<file path="src/rtl/fetch_pkg.sv">
// Shared types and constants for the PC register / instruction-fetch slice.
// Compile-time option FETCH_ALIGN_CHECK_EN is consumed by pc_fetch_unit, not here.
package fetch_pkg;

  localparam int XLEN = 32;
  localparam logic [XLEN-1:0] DEFAULT_RESET_PC = 32'h0000_0000;

  typedef enum logic [1:0] {
    S_REQ,
    S_WAIT,
    S_HOLD,
    S_ERR
  } fetch_state_e;

  // Counter width for a limit of TIMEOUT; a disabled timeout still gets one bit.
  function automatic int ctr_width(int timeout);
    return (timeout < 1) ? 1 : $clog2(timeout + 1);
  endfunction

endpackage

</file>
<file path="src/rtl/pc_fetch_unit_if.sv">
// Request/grant/response instruction-memory bus between the fetch unit (master)
// and instruction memory (slave).
interface pc_fetch_unit_if;

  logic                      imem_req;
  logic [fetch_pkg::XLEN-1:0] imem_addr;
  logic                      imem_gnt;
  logic                      imem_rvalid;
  logic [fetch_pkg::XLEN-1:0] imem_rdata;

  modport master (
    output imem_req,
    output imem_addr,
    input  imem_gnt,
    input  imem_rvalid,
    input  imem_rdata
  );

  modport slave (
    input  imem_req,
    input  imem_addr,
    output imem_gnt,
    output imem_rvalid,
    output imem_rdata
  );

endinterface

</file>
<file path="src/rtl/fetch_timeout_ctr.sv">
// Saturating wait-cycle counter; expired flags the last permitted wait cycle.
// TIMEOUT=0 disables expiry entirely.
module fetch_timeout_ctr
  import fetch_pkg::*;
#(
  parameter int TIMEOUT = 16
) (
  input  logic clk,
  input  logic rst_n,
  input  logic clear,
  input  logic enable,
  output logic expired
);

  localparam int W = ctr_width(TIMEOUT);
  localparam logic [W-1:0] LAST = (TIMEOUT == 0) ? '0 : W'(TIMEOUT - 1);

  logic [W-1:0] count;

  // NOTE: reset is synchronous, so it lives inside the clocked block and all
  // state updates use non-blocking assignments to avoid ordering races.
  always_ff @(posedge clk) begin
    if (!rst_n || clear) begin
      count <= '0;
    end else if (enable && (TIMEOUT != 0) && (count != LAST)) begin
      count <= count + 1'b1;
    end
  end

  assign expired = (TIMEOUT != 0) && (count == LAST);

endmodule

</file>
<file path="src/rtl/pc_fetch_unit.sv">
// Architectural PC register and single-outstanding instruction fetch sequencer.
// Define FETCH_ALIGN_CHECK_EN to trap misaligned npc instead of silently aligning it.
module pc_fetch_unit
  import fetch_pkg::*;
#(
  parameter logic [XLEN-1:0] RESET_PC = DEFAULT_RESET_PC,
  parameter int              TIMEOUT  = 16
) (
  input  logic            clk,
  input  logic            rst_n,
  input  logic [XLEN-1:0] npc,
  input  logic            stall,
  pc_fetch_unit_if.master imem,
  output logic [XLEN-1:0] pc,
  output logic [XLEN-1:0] inst,
  output logic            inst_valid,
  output logic            fetch_err,
  output logic            fetch_misalign
);

  fetch_state_e    state;
  logic [XLEN-1:0] fetch_pc;
  logic            req_q;
  logic            ctr_clear;
  logic            ctr_enable;
  logic            ctr_expired;

  assign imem.imem_req  = req_q;
  assign imem.imem_addr = fetch_pc;

  // Counter restarts on the accepted handshake and only counts empty wait cycles.
  assign ctr_clear  = (state == S_REQ) && req_q && imem.imem_gnt;
  assign ctr_enable = (state == S_WAIT) && !imem.imem_rvalid;

  fetch_timeout_ctr #(
    .TIMEOUT (TIMEOUT)
  ) u_timeout_ctr (
    .clk     (clk),
    .rst_n   (rst_n),
    .clear   (ctr_clear),
    .enable  (ctr_enable),
    .expired (ctr_expired)
  );

`ifndef FETCH_ALIGN_CHECK_EN
  localparam logic [XLEN-1:0] ALIGN_MASK = ~XLEN'(3);
  assign fetch_misalign = 1'b0;
`endif

  always_ff @(posedge clk) begin
    if (!rst_n) begin
      state      <= S_REQ;
      fetch_pc   <= RESET_PC;
      pc         <= RESET_PC;
      inst       <= '0;
      inst_valid <= 1'b0;
      req_q      <= 1'b0;
      fetch_err  <= 1'b0;
`ifdef FETCH_ALIGN_CHECK_EN
      fetch_misalign <= 1'b0;
`endif
    end else begin
      case (state)
        S_REQ: begin
          // Request is raised one cycle after reset release, then held until granted.
          if (req_q && imem.imem_gnt) begin
            req_q <= 1'b0;
            state <= S_WAIT;
          end else begin
            req_q <= 1'b1;
          end
        end
        S_WAIT: begin
          if (imem.imem_rvalid) begin
            inst       <= imem.imem_rdata;
            pc         <= fetch_pc;
            inst_valid <= 1'b1;
            state      <= S_HOLD;
          end else if (ctr_expired) begin
            fetch_err <= 1'b1;
            state     <= S_ERR;
          end
        end
        S_HOLD: begin
          if (!stall) begin
            inst_valid <= 1'b0;
`ifdef FETCH_ALIGN_CHECK_EN
            if (npc[1:0] != 2'b00) begin
              fetch_misalign <= 1'b1;
              state          <= S_ERR;
            end else begin
              fetch_pc <= npc;
              req_q    <= 1'b1;
              state    <= S_REQ;
            end
`else
            fetch_pc <= npc & ALIGN_MASK;
            req_q    <= 1'b1;
            state    <= S_REQ;
`endif
          end
        end
        default: begin
          // S_ERR: frozen until reset.
        end
      endcase
    end
  end

endmodule

</file>
<file path="src/flat_wrapper.sv">
// flat-port wrapper written by rule: the top's interface ports become plain ports
module pc_fetch_unit_flat import fetch_pkg::*;
#(
  parameter logic [XLEN-1:0] RESET_PC = DEFAULT_RESET_PC,
  parameter int              TIMEOUT  = 16
)
  (clk, rst_n, npc, stall, pc, inst, inst_valid, fetch_err, fetch_misalign, imem_imem_req, imem_imem_addr, imem_imem_gnt, imem_imem_rvalid, imem_imem_rdata);
  pc_fetch_unit_if imem_i ();
  input  logic clk;
  input  logic rst_n;
  input  logic [XLEN-1:0] npc;
  input  logic stall;
  output logic [XLEN-1:0] pc;
  output logic [XLEN-1:0] inst;
  output logic inst_valid;
  output logic fetch_err;
  output logic fetch_misalign;
  output wire logic [$bits(imem_i.imem_req)-1:0] imem_imem_req;
  output wire logic [$bits(imem_i.imem_addr)-1:0] imem_imem_addr;
  input wire logic [$bits(imem_i.imem_gnt)-1:0] imem_imem_gnt;
  input wire logic [$bits(imem_i.imem_rvalid)-1:0] imem_imem_rvalid;
  input wire logic [$bits(imem_i.imem_rdata)-1:0] imem_imem_rdata;
  assign imem_imem_req = imem_i.imem_req;
  assign imem_imem_addr = imem_i.imem_addr;
  assign imem_i.imem_gnt = imem_imem_gnt;
  assign imem_i.imem_rvalid = imem_imem_rvalid;
  assign imem_i.imem_rdata = imem_imem_rdata;
  pc_fetch_unit #(.RESET_PC(RESET_PC), .TIMEOUT(TIMEOUT)) u_core (.clk(clk), .rst_n(rst_n), .npc(npc), .stall(stall), .imem(imem_i), .pc(pc), .inst(inst), .inst_valid(inst_valid), .fetch_err(fetch_err), .fetch_misalign(fetch_misalign));
endmodule
</file>
<file path="config.mk">
export PLATFORM = sky130hd
export DESIGN_NAME = pc_fetch_unit_flat
export DESIGN_NICKNAME = d
export VERILOG_FILES = /design/src/rtl/fetch_pkg.sv /design/src/rtl/pc_fetch_unit_if.sv /design/src/rtl/fetch_timeout_ctr.sv /design/src/rtl/pc_fetch_unit.sv /design/src/flat_wrapper.sv
export SDC_FILE = /design/constraint.sdc
export NUM_CORES = 1
export LEC_CHECK = 0
export BUFFER_PORTS_ARGS = -buffer_cell sky130_fd_sc_hd__buf_2
export CORE_MARGIN = 1
export CORE_UTILIZATION = 40
export DETAILED_ROUTE_END_ITERATION = 8
export HOLD_SLACK_MARGIN = 0.08
export PLACE_DENSITY = 0.66
export REMOVE_ABC_BUFFERS = 1
export SYNTH_ARGS = -nofsm -noshare
export SYNTH_HDL_FRONTEND = slang
export SYNTH_SLANG_ARGS = --single-unit
</file>
<file path="constraint.sdc">
create_clock -name clk -period 2.4 [get_ports clk]
set_input_delay 0 -clock clk [delete_from_list [all_inputs] [get_ports clk]]
set_output_delay 0 -clock clk [all_outputs]
set_load 0.01 [all_outputs]
</file>
==> flow_summary.json, run 1 <==
{
  "synth_top_area_share_pct": 51.92,
  "finalSetupViolCount": 0,
  "fin_crit_sh_pct": 79.04,
  "core_um2": 9371,
  "place_congestion": 0.6931,
  "grt_pass1_vias": 3601,
  "first_iter_violations": 91,
  "synth_edf_count": 0,
  "min_path_cells": 2,
  "clockRootBuffer": "clkbuf_8",
  "synthTopCellsByArea": "dfxtp_1 52%, nand2_1 18%, a21boi_0 18%",
  "outcome": "completed",
  "antenna_left": 0,
  "cp.arrival_ns": 2.18,
  "ys_ff_latch": 102,
  "ys_top_cells_by_count": "191 x nand2_1, 102 x dfxtp_1, 93 x a21boi_0",
  "maxSlewViolCount": 0,
  "grt_max_degree": 58,
  "worstRegToRegCells": 6,
  "regArea_um2": 2042,
  "first_pass_iters": 4,
  "combPwrFrac_pct": 16.0,
  "cts_buffers": 9,
  "syn_area_per_cell_um2": 8.494,
  "switchingPower_w": 0.0009170,
  "multiInputGateArea_um2": 1738,
  "htreeDepth": 3,
  "synthesis.area_um2": 3933,
  "finalClockSkew_ns": 0.01261,
  "final_nets": 754,
  "antenna_found_initial": 0,
  "ys.flop_type": "dfxtp_1",
  "cts_buffer_depth": 2,
  "vias": 3768,
  "place_hpwl_um": 6574,
  "max_slew_margin_pct": 52.38,
  "yosysMostFrequentCell": "nand2_1",
  "initial_core_util_pct": 41.96,
  "swShare_pct": 26.56,
  "end_kind": "flop",
  "clk_pin_slew_ns": 0.09,
  "fmax_ghz": 0.5272,
  "finalWorstSetupSlack_ns": 0.5031,
  "grt_pass1_wl_um": 16840,
  "power_frac_seq_pct": 52.0,
  "p_leak_nw": 2.436,
  "post-route-min-period_ns": 1.897,
  "fillers": 816,
  "start_kind": "flop",
  "viasPerCell": 4.635,
  "drv_cap": 0,
  "dieArea_um2": 10230,
  "ys_seq_area_share_pct": 51.92,
  "p_clk_share_pct": 32.0,
  "syn_to_final_growth_pct": 45.31,
  "place_ws_ns": 0.5346,
  "hold_path_class": "in2reg",
  "finalPower_w": 0.003452,
  "hold_viol_final": 0,
  "wl_um": 10740,
  "p_int_w": 0.002535,
  "ir_worst_vdd_mv": 0.3540,
  "critPathKind": "reg2reg",
  "grt_setup_unrepaired": "no",
  "yosys.area.top_type": "dfxtp_1",
  "power_density_nw_per_um2": 604.2,
  "die_h_um": 101.2,
  "yosysUniqueCellTypes": 29,
  "port_buffers": 161,
  "track_usage_pct": 21.06,
  "n_antenna_cell": 0,
  "grt_overflow": 0,
  "cts.sinks": 102,
  "core.rowCount": 35,
  "netlist_instances": 463,
  "async_reset_ff_share_pct": 0,
  "cts_tree": "built",
  "finalSetupTns_ns": 0,
  "tightest_slew_ns": 0.7143,
  "ios": 169,
  "post_cts_buffers": 0,
  "clkLatencyLatePin_ns": 0.36,
  "fp.dieW_um": 101.2,
  "wl_per_cell_um": 13.21,
  "worst_ep_required_time_ns": 2.68,
  "final_layout_size_suffix_gt1_share_pct": 28.07,
  "drc": 0,
  "path_max_fanout": 4,
  "yosys_warnings": 0
}
-- power by group through the flow --
stage	clock network [W]	registers (W)	logic (W)
after floorplan	0	0.00186	0.000206
after global routing	0.00121	0.00180	0.000612
final	0.00111	0.00179	0.000552
after detailed placement	0	0.00183	0.000465
after global placement	0	0.00183	0.000457
after CTS	0.00115	0.00179	0.000548
-- stage by stage --
| stage | std cells | area (um^2) | util (%) | hold WS, ns |
|---|---|---|---|---|
| global placement | 732 | 4858 | 51.84 | 0.2508 |
| CTS | 813 | 5714 | 60.97 | 0.2175 |
| global route | 813 | 5714 | 60.97 | 0.2432 |
| finish | 813 | 5714 | 60.97 | 0.2357 |
| detailed placement | 732 | 4858 | 51.84 | 0.2583 |
| floorplan | 432 | 3785 | - | 0.1175 |
-- per-layer routing --
| layer | vias up | routed length [um] | global-route usage, % | share of wire [%] |
|---|---|---|---|---|
| met5 | - | 0 | 0 | 0 |
| met4 | 0 | 144 | 7.246 | 1.3 |
| met3 | 16 | 756 | 4.969 | 7.0 |
| met2 | 123 | 5142 | 38.36 | 48 |
| met1 | 1713 | 4698 | 24.08 | 44 |
| li1 | 1916 | - | - | - |
-- registers in the layout, summed over array words and instances, names as in the netlist --
name                        flops
u_core.inst                    32
u_core.imem.imem_addr          30
u_core.pc                      30
u_core.u_timeout_ctr.count      5
u_core.state                    2
u_core.fetch_err                1
u_core.imem.imem_req            1
u_core.inst_valid               1
-- final cells by class --
class | count | area share (%)
Sequential cell | 102 | 35.73
Inverter | 3 | 0.1971
Clock inverter | 6 | 1.182
Multi-Input combinational cell | 327 | 30.41
Clock buffer | 10 | 2.409
Tap cell | 129 | 2.825
Timing Repair Buffer | 236 | 27.24
-- cell families (layout without fill, tap and decap cells) --
kind of cell | count (synthesis) | count (layout) | synth area share, %
muxes | 3 | 3 | 0.7636
other | 1 | 5 | 0.09536
adders and majority gates | 6 | 6 | 1.909
buffers and inverters | 38 | 255 | 4.423
AOI/OAI and AO/OA | 101 | 101 | 19.22
xor gates and xnor gates | 2 | 2 | 0.4455
DFF | 102 | 102 | 51.92
and+or+nand+nor | 210 | 210 | 21.22
-- placed cells by master (no fill, tap or decap), types with 2 or more instances in the layout --
cell type      instances
conb_1                 5
buf_12                 2
a21boi_0              93
mux2i_1                3
dlygate4sd3_1         65
nor2_1                 5
nand2_1              190
buf_4                  8
nand2b_1               3
nand3_1                3
clkbuf_8              10
a21oi_1                2
buf_2                161
dfxtp_1              102
inv_6                  2
clkinvlp_4             2
inv_1                  3
ha_1                   6
xnor2_1                2
-- worst paths after layout --
| check | from | to | slack, ns |
|---|---|---|---|
| worst max-delay path | u_core.u_timeout_ctr.count[0]$_SDFFE_PP0P_ | u_core.u_timeout_ctr.count[3]$_SDFFE_PP0P_ | 0.50 |
| worst min-delay path | rst_n | u_core.fetch_err$_SDFFE_PN0P_ | 0.24 |
| worst max register to register | u_core.u_timeout_ctr.count[0]$_SDFFE_PP0P_ | u_core.u_timeout_ctr.count[3]$_SDFFE_PP0P_ | 0.50 |
| worst min register to register | u_core.pc[31]$_SDFFE_PN0P_ | u_core.pc[31]$_SDFFE_PN0P_ | 0.46 |
-- worst max-delay path, stage by stage, from the launching register on --
cell     delay [ns]
dfxtp_1        0.34
ha_1           0.20
and3_1         0.18
ha_1           0.24
or3b_1         0.37
or3_1          0.35
a21oi_1        0.14
-- timing repair --
item	CTS	global route
gates resized for setup	0	0
hold endpoints to repair	67	0
hold buffers	65	0
No activity file was read; power rests on OpenSTA's default activity.
==> run 2, diff against run 1 <==
--- a/config.mk
+++ b/config.mk
@@ -5,12 +5,13 @@
 export SDC_FILE = /design/constraint.sdc
 export NUM_CORES = 1
 export LEC_CHECK = 0
+export ABC_AREA = 1
 export BUFFER_PORTS_ARGS = -buffer_cell sky130_fd_sc_hd__buf_2
 export CORE_MARGIN = 1
 export CORE_UTILIZATION = 40
 export DETAILED_ROUTE_END_ITERATION = 8
 export HOLD_SLACK_MARGIN = 0.08
-export PLACE_DENSITY = 0.66
+export PLACE_DENSITY = 0.69
 export REMOVE_ABC_BUFFERS = 1
 export SYNTH_ARGS = -nofsm -noshare
 export SYNTH_HDL_FRONTEND = slang
==> constraint.sdc (replaced) <==
create_clock -name clk -period 1.7 [get_ports clk]
set_input_delay 0 -clock clk [delete_from_list [all_inputs] [get_ports clk]]
set_output_delay 0 -clock clk [all_outputs]
set_load 0.01 [all_outputs]
==> run 2 against run 1 <==
Net effect: maximum frequency is 17% higher; routed wire length is 3.3% lower; clock skew is 0.00076 ns lower; final area is 4.0% lower; sequential power is 69% higher; sequential share of layout area is 1.5 points higher; critical endpoint is now u_core.u_timeout_ctr.count[2]$_SDFFE_PP0P_; highest routed layer unchanged.
==> flow_summary.json, run 2 <==
{
  "grt_overflow": 0,
  "netlist_instances": 478,
  "initial_core_util_pct": 41.03,
  "grt_pass1_vias": 3571,
  "start_kind": "flop",
  "path_max_fanout": 8,
  "track_usage_pct": 21.05,
  "regArea_um2": 2042,
  "port_buffers": 161,
  "place_hpwl_um": 6510,
  "dieArea_um2": 9827,
  "r2r-end": "u_core.u_timeout_ctr.count[2]$_SDFFE_PP0P_",
  "cts_buffers": 9,
  "ir_worst_vdd_mv": 0.5555,
  "grt_max_degree": 54,
  "drv_cap": 0,
  "finalPower_w": 0.006472,
  "syn_to_final_growth_pct": 45.36,
  "ios": 169,
  "cp-endpoint": "u_core.u_timeout_ctr.count[2]$_SDFFE_PP0P_",
  "yosysMostFrequentCell": "nor2_1",
  "place_congestion": 0.8513,
  "ff2ff_setup_slack_ns": 0.08,
  "die_h_um": 99.13,
  "post_cts_buffers": 0,
  "worstRegToRegCells": 9,
  "min_path_cells": 4,
  "ys_seq_area_share_pct": 54.11,
  "clkLatencyLatePin_ns": 0.35,
  "clk_pin_slew_ns": 0.09,
  "place_ws_ns": 0.09824,
  "cts_buffer_depth": 2,
  "n_antenna_cell": 0,
  "synth_top_area_share_pct": 54.11,
  "dpl.cell_count": 730,
  "fillers": 829,
  "tightest_slew_ns": 0.5782,
  "swShare_pct": 32.48,
  "vias": 3801,
  "critPathLaunch": "u_core.u_timeout_ctr.count[0]$_SDFFE_PP0P_",
  "max_slew_margin_pct": 61.39,
  "p_clk_share_pct": 24.3,
  "switchingPower_w": 0.002102,
  "cts_tree": "built",
  "cpMostUsedCell": "ha_1",
  "power_density_nw_per_um2": 1180,
  "antenna_found_initial": 0,
  "fp.dieW_um": 99.13,
  "grt_pass1_wl_um": 16650,
  "synthTopCellsByArea": "dfxtp_1 54%, nor2_1 19%, o21ai_0 11%",
  "fmax_ghz": 0.6190,
  "antenna_left": 0,
  "syn_area_per_cell_um2": 7.895,
  "core.rowCount": 35,
  "critPathSlowestCell": "dfxtp_1",
  "first_iter_violations": 111,
  "final_util_pct": 59.65,
  "final_nets": 771,
  "wl_per_cell_um": 12.79,
  "p_leak_nw": 2.571,
  "final_cell_mix": "192 x nor2_1, 161 x buf_2, 102 x dfxtp_1, 86 x o21ai_0, 66 x dlygate4sd3_1",
  "p_int_w": 0.004370,
  "end_kind": "flop",
  "synth_edf_count": 0,
  "first_pass_iters": 4,
  "largest-register": "u_core.inst",
  "hold_path_class": "in2reg",
  "worstPathCellList": "ha_1, and3_1, ha_1, inv_1, nand3_4, inv_4, nand3_1, nand2_1, nor2_1",
  "worst_path_largest_cell_delay_ns": 0.36,
  "combPwrFrac_pct": 28.9,
  "ys_top_cells_by_count": "192 x nor2_1, 102 x dfxtp_1, 86 x o21ai_0",
  "yosysUniqueCellTypes": 26,
  "finalSetupTns_ns": 0,
  "viasPerCell": 4.681,
  "cp.arrival_ns": 1.86,
  "drc": 0,
  "power_frac_seq_pct": 46.8,
  "finalClockSkew_ns": 0.01185,
  "worst_ep_required_time_ns": 1.94,
  "critPathKind": "reg2reg",
  "async_reset_ff_share_pct": 0,
  "outcome": "completed",
  "ys_ff_latch": 102,
  "finalWorstSetupSlack_ns": 0.08456,
  "cts.sinks": 102,
  "ys.flop_type": "dfxtp_1",
  "fin_crit_sh_pct": 95.03,
  "largest_reg_flops": 32,
  "yosys.area.top_type": "dfxtp_1",
  "instances_no_fill": 812,
  "maxSlewViolCount": 0,
  "multiInputGateArea_um2": 1493,
  "layout_commonest_cell": "nor2_1",
  "hold_viol_final": 0,
  "htreeDepth": 3,
  "core_um2": 9196,
  "yosys_warnings": 0,
  "final_layout_size_suffix_gt1_share_pct": 27.53,
  "reg2reg_from": "u_core.u_timeout_ctr.count[0]$_SDFFE_PP0P_",
  "clockRootBuffer": "clkbuf_8",
  "post-route-min-period_ns": 1.615,
  "finalSetupViolCount": 0,
  "synthesis.area_um2": 3774,
  "wl_um": 10380
}
[run 2: power groups by stage]
stage / registers [W] / logic (W) / clock network, W
2_1_floorplan: 0.00325 / 0.000796 / 0
3_3_place_gp: 0.00306 / 0.00170 / 0
3_5_place_dp: 0.00308 / 0.00173 / 0
4_1_cts: 0.00302 / 0.00185 / 0.00163
5_1_grt: 0.00308 / 0.00210 / 0.00173
6_report: 0.00303 / 0.00187 / 0.00157
[run 2: per-layer routing]
metal | share of wire [%] | GRT usage, % | up-vias | wire (um)
li1 | - | - | 1949 | -
met1 | 44 | 25.34 | 1700 | 4604
met2 | 49 | 38.46 | 142 | 5055
met3 | 5.9 | 3.865 | 10 | 613
met4 | 1.0 | 5.769 | 0 | 109
met5 | 0 | 0 | - | 0
[run 2: logic make-up (layout without fill, tap and decap cells)]
kind of cell	count (synthesis)	after routing	share of synthesized area, %
AND/OR/NAND/NOR	219	219	22.55
AO/OA/AOI/OAI	105	105	14.12
flip-flops	102	102	54.11
buffers and inverters	45	264	7.129
adder cells (fa/ha/maj)	6	6	1.989
other	1	5	0.09937
[run 2: how the worst min path moves through the flow]
| stage | start | end | slack (ns) |
|---|---|---|---|
| floorplan | rst_n | u_core.fetch_err$_SDFFE_PN0P_ | 0.12 |
| finish | npc[2] | u_core.imem.imem_addr[2]$_SDFFE_PN0P_ | 0.42 |
| CTS | npc[2] | u_core.imem.imem_addr[2]$_SDFFE_PN0P_ | 0.40 |
| global placement | npc[2] | u_core.imem.imem_addr[2]$_SDFFE_PN0P_ | 0.23 |
| detailed placement | npc[2] | u_core.imem.imem_addr[2]$_SDFFE_PN0P_ | 0.24 |
| global route | npc[4] | u_core.imem.imem_addr[4]$_SDFFE_PN0P_ | 0.44 |
[run 2: final cells by class]
type                    count  area share [%]
clock buffers              12           2.828
clock inverters             4          0.9808
inverters                  12          0.9580
multi-input cells         335           27.21
flip-flops and latches    102           37.23
well taps                 111           2.532
repair buffers            236           28.26
[run 2: stage by stage]
stage	hold WS (ns)	area (um^2)
2_1_floorplan	0.1175	3570
3_3_place_gp	0.2315	4594
3_5_place_dp	0.2409	4594
4_1_cts	0.3996	5464
5_1_grt	0.4365	5485
6_report	0.4193	5485
[run 2: repair_timing]
action,CTS,global route
setup endpoints to repair,0,40
hold buffers,66,0
hold endpoints to repair,71,0
resized for setup,0,5
[run 2: critical path, delay by kind of cell (launching register included)]
kind	cells	cell delay, ns
buffers and inverters	2	0.22
adder cells (fa/ha/maj)	2	0.43
flip-flops	1	0.36
AND/OR/NAND/NOR	5	0.49
